## config.mk

```make
export PLATFORM = sky130hd
export DESIGN_NAME = load_store_unit_flat
export DESIGN_NICKNAME = d
export VERILOG_FILES = /design/src/rtl/load_store_unit_if.sv /design/src/rtl/load_store_unit.sv /design/src/flat_wrapper.sv
export SDC_FILE = /design/constraint.sdc
export NUM_CORES = 1
export LEC_CHECK = 0
export CORE_AREA = 2 2 184 186
export CTS_BUF_LIST = sky130_fd_sc_hd__clkbuf_2
export DETAILED_ROUTE_END_ITERATION = 7
export DIE_AREA = 0 0 186 188
export DONT_BUFFER_PORTS = 1
export GPL_ROUTABILITY_DRIVEN = 0
export PLACE_DENSITY = 0.4
export SETUP_SLACK_MARGIN = 0.4
export SLEW_MARGIN = 20
export SYNTH_ARGS = -nofsm -noshare
export SYNTH_HDL_FRONTEND = slang
export SYNTH_SLANG_ARGS = --single-unit
```

## constraint.sdc

```tcl
create_clock -name clk -period 10.49 [get_ports clk]
set_clock_uncertainty 0.2 [all_clocks]
set_input_delay 1.049 -clock clk [delete_from_list [all_inputs] [get_ports clk]]
set_output_delay 1.049 -clock clk [all_outputs]
set_load 0.05 [all_outputs]
```

## src/rtl/load_store_unit_if.sv

```systemverilog
// rtl/load_store_unit_if.sv - byte-wide req/ack data-memory bus between the LSU and memory
interface load_store_unit_if #(
  parameter int ADDR_W = 32
);
  logic              req;
  logic              we;
  logic [ADDR_W-1:0] addr;
  logic [7:0]        wdata;
  logic [7:0]        rdata;
  logic              ack;

  modport master (output req, we, addr, wdata, input rdata, ack);
  modport slave  (input req, we, addr, wdata, output rdata, ack);
endinterface

```

## src/rtl/load_store_unit.sv

```systemverilog
// rtl/load_store_unit.sv - splits word/halfword/byte loads and stores into byte bus transfers
// LSU_MISALIGN_TRAP_EN: misaligned halfword/word accesses raise err instead of being force-aligned.
module load_store_unit #(
  parameter int ADDR_W     = 32,
  parameter int BIG_ENDIAN = 0
) (
  input  logic              clk,
  input  logic              rst,
  input  logic              start,
  input  logic              memread,
  input  logic              memwrite,
  input  logic [1:0]        dS,
  input  logic              btX,
  input  logic [ADDR_W-1:0] addr,
  input  logic [31:0]       wdata,
  output logic [31:0]       rdata,
  output logic              busy,
  output logic              done,
  output logic              err,
  load_store_unit_if.master mem
);
  typedef enum logic [1:0] {IDLE, XFER, DONE, ERR} state_t;

  function automatic logic [1:0] last_idx(input logic [1:0] size);
    case (size)
      2'b00:   return 2'd3;
      2'b01:   return 2'd1;
      default: return 2'd0;
    endcase
  endfunction

  // Byte position of transfer k inside the assembled value; big-endian puts byte 0 on top.
  function automatic logic [1:0] slot(input logic [1:0] k, input logic [1:0] size);
    return (BIG_ENDIAN != 0) ? last_idx(size) - k : k;
  endfunction

  function automatic logic [31:0] extend(input logic [31:0] v, input logic [1:0] size,
                                         input logic sx);
    case (size)
      2'b01:   return {{16{sx & v[15]}}, v[15:0]};
      2'b10:   return {{24{sx & v[7]}}, v[7:0]};
      default: return v;
    endcase
  endfunction

  state_t            state_q, state_d;
  logic [1:0]        k_q, k_d;
  logic [1:0]        size_q, size_d;
  logic              btx_q, btx_d;
  logic              store_q, store_d;
  logic [ADDR_W-1:0] addr_q, addr_d;
  logic [31:0]       wdata_q, wdata_d;
  logic [31:0]       buf_q, buf_d;
  logic [31:0]       rdata_q, rdata_d;
  logic              busy_q, busy_d;
  logic              done_q, done_d;
  logic              err_q, err_d;
  logic              req_q, req_d;
  logic              we_q, we_d;
  logic [ADDR_W-1:0] maddr_q, maddr_d;
  logic [7:0]        mwdata_q, mwdata_d;

  logic              bad_access;
  logic [ADDR_W-1:0] base_addr;

  always_comb begin
    base_addr = addr;
    if (dS == 2'b00) base_addr = {addr[ADDR_W-1:2], 2'b00};
    else if (dS == 2'b01) base_addr = {addr[ADDR_W-1:1], 1'b0};
`ifdef LSU_MISALIGN_TRAP_EN
    bad_access = (memread == memwrite) || (dS == 2'b11) ||
                 (dS == 2'b01 && addr[0]) || (dS == 2'b00 && addr[1:0] != 2'b00);
`else
    bad_access = (memread == memwrite) || (dS == 2'b11);
`endif
  end

  always_comb begin
    state_d  = state_q;
    k_d      = k_q;
    size_d   = size_q;
    btx_d    = btx_q;
    store_d  = store_q;
    addr_d   = addr_q;
    wdata_d  = wdata_q;
    buf_d    = buf_q;
    rdata_d  = rdata_q;
    busy_d   = busy_q;
    done_d   = 1'b0;
    err_d    = 1'b0;
    req_d    = req_q;
    we_d     = we_q;
    maddr_d  = maddr_q;
    mwdata_d = mwdata_q;
    case (state_q)
      IDLE: begin
        if (start) begin
          size_d  = dS;
          btx_d   = btX;
          store_d = memwrite;
          wdata_d = wdata;
          addr_d  = base_addr;
          buf_d   = '0;
          k_d     = 2'd0;
          busy_d  = 1'b1;
          if (bad_access) begin
            state_d = ERR;
            err_d   = 1'b1;
          end else begin
            state_d  = XFER;
            req_d    = 1'b1;
            we_d     = memwrite;
            maddr_d  = base_addr;
            mwdata_d = wdata[{slot(2'd0, dS), 3'b000} +: 8];
          end
        end
      end
      XFER: begin
        if (req_q && mem.ack) begin
          buf_d[{slot(k_q, size_q), 3'b000} +: 8] = mem.rdata;
          if (k_q == last_idx(size_q)) begin
            state_d = DONE;
            req_d   = 1'b0;
            we_d    = 1'b0;
            done_d  = 1'b1;
            if (!store_q) rdata_d = extend(buf_d, size_q, btx_q);
          end else begin
            k_d      = k_q + 2'd1;
            maddr_d  = addr_q + ADDR_W'(k_d);
            mwdata_d = wdata_q[{slot(k_d, size_q), 3'b000} +: 8];
          end
        end
      end
      DONE, ERR: begin
        state_d = IDLE;
        busy_d  = 1'b0;
      end
      default: state_d = IDLE;
    endcase
  end

  always_ff @(posedge clk) begin
    if (rst) begin
      state_q  <= IDLE;
      k_q      <= '0;
      size_q   <= '0;
      btx_q    <= 1'b0;
      store_q  <= 1'b0;
      addr_q   <= '0;
      wdata_q  <= '0;
      buf_q    <= '0;
      rdata_q  <= '0;
      busy_q   <= 1'b0;
      done_q   <= 1'b0;
      err_q    <= 1'b0;
      req_q    <= 1'b0;
      we_q     <= 1'b0;
      maddr_q  <= '0;
      mwdata_q <= '0;
    end else begin
      state_q  <= state_d;
      k_q      <= k_d;
      size_q   <= size_d;
      btx_q    <= btx_d;
      store_q  <= store_d;
      addr_q   <= addr_d;
      wdata_q  <= wdata_d;
      buf_q    <= buf_d;
      rdata_q  <= rdata_d;
      busy_q   <= busy_d;
      done_q   <= done_d;
      err_q    <= err_d;
      req_q    <= req_d;
      we_q     <= we_d;
      maddr_q  <= maddr_d;
      mwdata_q <= mwdata_d;
    end
  end

  assign rdata     = rdata_q;
  assign busy      = busy_q;
  assign done      = done_q;
  assign err       = err_q;
  assign mem.req   = req_q;
  assign mem.we    = we_q;
  assign mem.addr  = maddr_q;
  assign mem.wdata = mwdata_q;
endmodule

```

## src/flat_wrapper.sv

```systemverilog
// flat-port wrapper written by rule: the top's interface ports become plain ports
module load_store_unit_flat 
#(
  parameter int ADDR_W     = 32,
  parameter int BIG_ENDIAN = 0
)
  (clk, rst, start, memread, memwrite, dS, btX, addr, wdata, rdata, busy, done, err, mem_req, mem_we, mem_addr, mem_wdata, mem_rdata, mem_ack);
  load_store_unit_if #(.ADDR_W(ADDR_W)) mem_i ();
  input  logic clk;
  input  logic rst;
  input  logic start;
  input  logic memread;
  input  logic memwrite;
  input  logic [1:0] dS;
  input  logic btX;
  input  logic [ADDR_W-1:0] addr;
  input  logic [31:0] wdata;
  output logic [31:0] rdata;
  output logic busy;
  output logic done;
  output logic err;
  output wire logic [$bits(mem_i.req)-1:0] mem_req;
  output wire logic [$bits(mem_i.we)-1:0] mem_we;
  output wire logic [$bits(mem_i.addr)-1:0] mem_addr;
  output wire logic [$bits(mem_i.wdata)-1:0] mem_wdata;
  input wire logic [$bits(mem_i.rdata)-1:0] mem_rdata;
  input wire logic [$bits(mem_i.ack)-1:0] mem_ack;
  assign mem_req = mem_i.req;
  assign mem_we = mem_i.we;
  assign mem_addr = mem_i.addr;
  assign mem_wdata = mem_i.wdata;
  assign mem_i.rdata = mem_rdata;
  assign mem_i.ack = mem_ack;
  load_store_unit #(.ADDR_W(ADDR_W), .BIG_ENDIAN(BIG_ENDIAN)) u_core (.clk(clk), .rst(rst), .start(start), .memread(memread), .memwrite(memwrite), .dS(dS), .btX(btX), .addr(addr), .wdata(wdata), .rdata(rdata), .busy(busy), .done(done), .err(err), .mem(mem_i));
endmodule
```

==> impl_summary.md <==
Timing
The final hold violation count was 0. At the pin with the least slew margin, the transition time is 1095 ps. The count of final max-slew check failures is 0. Counting I/O delays and the setup requirement, the final critical path takes 4566 ps. The part of the cycle the worst path needs is 43.53%. Setup repair after global routing left no endpoint under its margin. Setup violations remaining at the end of the flow were counted as 0. Based on the critical path, the design can be clocked at up to 219.0 MHz.

The worst relative slew slack is 26.78%. Across all setup checks in the final design, the least slack found is 5924 ps. Hold is met by 121.2 ps. After routing, the total negative slack on setup checks comes to 0 ps.

Floorplanning
The die is 186 µm wide. The initial standard-cell utilization of the core is 24.62%. The core footprint is 33110 µm².

The overall die area is 34970 µm². The die is 188 µm tall. The floorplan has 67 rows.

During I/O placement, the number of pins put on the boundary was 158.

GRT
Entering global routing, the biggest net connects 55 pins. The overflow left after global routing is 0. After global routing, the most crowded layer is met2.

The via count of the first global-routing pass is 6811. For met1 alone, demand over resource in global routing was 21.72%. The overall track demand over capacity in global routing is 16.55%. Global routing consumed, on the met3 layer, 6.234% of the routing resources. The first global-routing pass estimated 43.37 mm of wire. The initial antenna violation count came to 2.

For met2 alone, demand over resource in global routing was 25.24%.

Critical path
The worst-path maximum fanout is 17. The kind of critical path is reg -> reg. The worst setup path is captured at a flip-flop.

The endpoint arrival time on the critical path is 5140 ps. The worst setup path is launched from a flip-flop. Data on the critical path is required at its endpoint by 11070 ps.

Clocking
TritonCTS created 17 clock buffers. The number of sinks driven by the clock tree is 181. The clock passes through at most 2 buffers. The CTS tree is yes.

Post-CTS repair changed the size of 0 cells. At the later pin of the worst-skew pair, clock insertion delay measures 830 ps. The clock tree root buffer cell is sky130_fd_sc_hd__clkbuf_2.

The post-CTS setup buffer count is 0. After clock tree synthesis, the flow added hold-fix buffers numbering 10. The clock slew at the register clock pins of the worst setup and hold paths is 270 ps.

The number of levels the H-tree was split into is 4.

Logic synthesis
The area of the mapped netlist is 8153 µm². The distinct cell type count of the synthesized netlist is 75. After technology mapping, the gate count stands at 978. Sequential cells were found to cover 44.44% of the synthesized design area. The count of flip-flops with a built-in enable after synthesis is 0. In the synthesized netlist the dominant register cell turns out to be sky130_fd_sc_hd__dfxtp_1. Counting flops and latches in the post-synthesis netlist gives 181. The number of warnings reported in the yosys synthesis log is 0.

The mean post-synth cell area is 8.336 µm². For this run, asynchronously set or reset flops after synthesis account for 0%. Counting every net in the synthesized netlist gives 1070.

Route
Summing over every cut layer, the via total after detailed routing is 7010. The detail-routed via count per cell is 4.951. For this run, the detailed router's first-pass iteration total came to 5. The number of remaining DRC errors is 0. Dividing the detail-routed wire length by the instance count gives 20.28 µm. Once detail routing completed, the nets flagged for antenna violations numbered 0. The number of DRC markers after the initial detailed-route iteration is 357. The total wirelength of the detailed-routed design is 28.72 mm.

Cells and area
The leading cell type in the layout, fill and taps excluded is sky130_fd_sc_hd__nand2_1. The area growth from synthesis to layout is 10.19%. In the layout the commonest cells are sky130_fd_sc_hd__nand2_1 (216), sky130_fd_sc_hd__dfxtp_1 (181), sky130_fd_sc_hd__a21oi_1 (105). Of the cells placed in the final design, the portion with a size suffix greater than 1 is 9.627%.

The final layout contains 1045 nets. The design area is 8984 µm².

Placed design
Summed over all nets, the half-perimeter wirelength after detailed placement is 18.46 mm. The count of buffers inserted at the top-level ports is 0. The worst slack at placement is 5873 ps.

After detailed placement, the total cell area comes to 8486 µm².

Power and ir drop
Overall power consumption after layout is estimated at 1484 µW. The power per cell area is 165.2 nW/µm². The worst-case vdd ir drop is 59.97 µV. The leakage power is 0.003053 µW.

Status
The flow ran to the end, and the final reports show no timing, DRC or antenna violations.

Hold path
The worst hold-check path type is in -> reg.

Run
The tool flagged a number of max-cap violations equal to 0.
-- power breakdown --
part | total (µW) | internal [µW] | leakage (µW) | switching (µW)
registers | 827 | 728 | 0.00147 | 99.2
clock network | 470 | 206 | 0.000185 | 263
logic | 187 | 62.9 | 0.00139 | 124
total | 1480 | 997 | 0.00305 | 487
-- path summary, 6_finish.rpt --
| path | depth (start not counted) | from | end | slack (ps) |
|---|---|---|---|---|
| worst max-delay path | 8 | u_core.k_q[0] | u_core.mem.addr[19] | 5920 |
| worst min-delay path | 2 | addr[15] | u_core.addr_q[15] | 120 |
| worst max register to register | 8 | u_core.k_q[0] | u_core.mem.addr[19] | 5920 |
| worst min register to register | 2 | u_core.wdata_q[14] | u_core.wdata_q[14] | 270 |
-- Yosys cell counts (all sizes together), types with 7 or more instances --
cell	number	area, µm²
a22oi	8	60.06
nor4	7	43.79
o21ai	51	255.3
nor3	17	85.08
a32oi	9	78.83
xor2	9	78.83
a21oi	105	525.5
buf	15	71.32
o211a	9	90.09
xnor2	9	78.83
nor2b	20	125.1
nand4	17	127.6
o31ai	7	57.55
mux4	8	180.2
nor2	59	221.5
o221a	16	180.2
inv	8	30.03
ha	10	125.1
dfxtp	181	3623
nand3	30	150.1
a211oi	11	82.58
nand2	217	814.5
clkbuf	55	247.7
a311oi	11	96.34
-- critical path, cell delays in order (launching register included) --
cell and delay (ps):
sky130_fd_sc_hd__dfxtp_1 900, sky130_fd_sc_hd__clkinv_1 610, sky130_fd_sc_hd__ha_1 1050, sky130_fd_sc_hd__ha_1 310, sky130_fd_sc_hd__a21o_2 120, sky130_fd_sc_hd__nand3_1 450
sky130_fd_sc_hd__or3_1 490, sky130_fd_sc_hd__a311oi_1 270, sky130_fd_sc_hd__a31o_2 140
-- metrics by stage --
stage	utilization, %	std cells
final	27.13	1416
after global routing	27.13	1416
after CTS	26.93	1408
after detailed placement	25.63	1366
after global placement	25.63	1366
after floorplan	-	978
-- logic make-up after synthesis --
family	after synthesis	synth area share (%)
flops	181	44.44
compound gates	276	22.56
mux	9	2.333
simple gates	402	22.53
fa+ha+maj	11	1.780
buf+inv	81	4.420
xor+xnor	18	1.934
-- state kept, by name (all words and copies together), names as in the netlist, 2 cells and up --
name and cells:
u_core.addr_q 32, u_core.buf_q 32, u_core.mem.addr 32, u_core.rdata 32, u_core.wdata_q 32, u_core.mem.wdata 8, u_core.k_q 2, u_core.size_q 2
u_core.state_q 2
-- layout make-up --
type	instances	area, µm²
fillers	3629	24130
multi-input cells	716	4185
flip-flops and latches	181	3623
well taps	448	560.5
repair buffers	26	245.2
clock inverters	13	227.7
clock buffers	19	95.09
inverters	11	41.29
diodes	2	5.005
-- routing by layer --
| layer | part of all wire, % | routed length [µm] |
|---|---|---|
| met2 | 44 | 12720 |
| met3 | 7.9 | 2262 |
| met1 | 46 | 13330 |
| met5 | 0 | 0 |
| met4 | 1.4 | 409 |
Note: power is estimated with default switching activity, not from simulation.
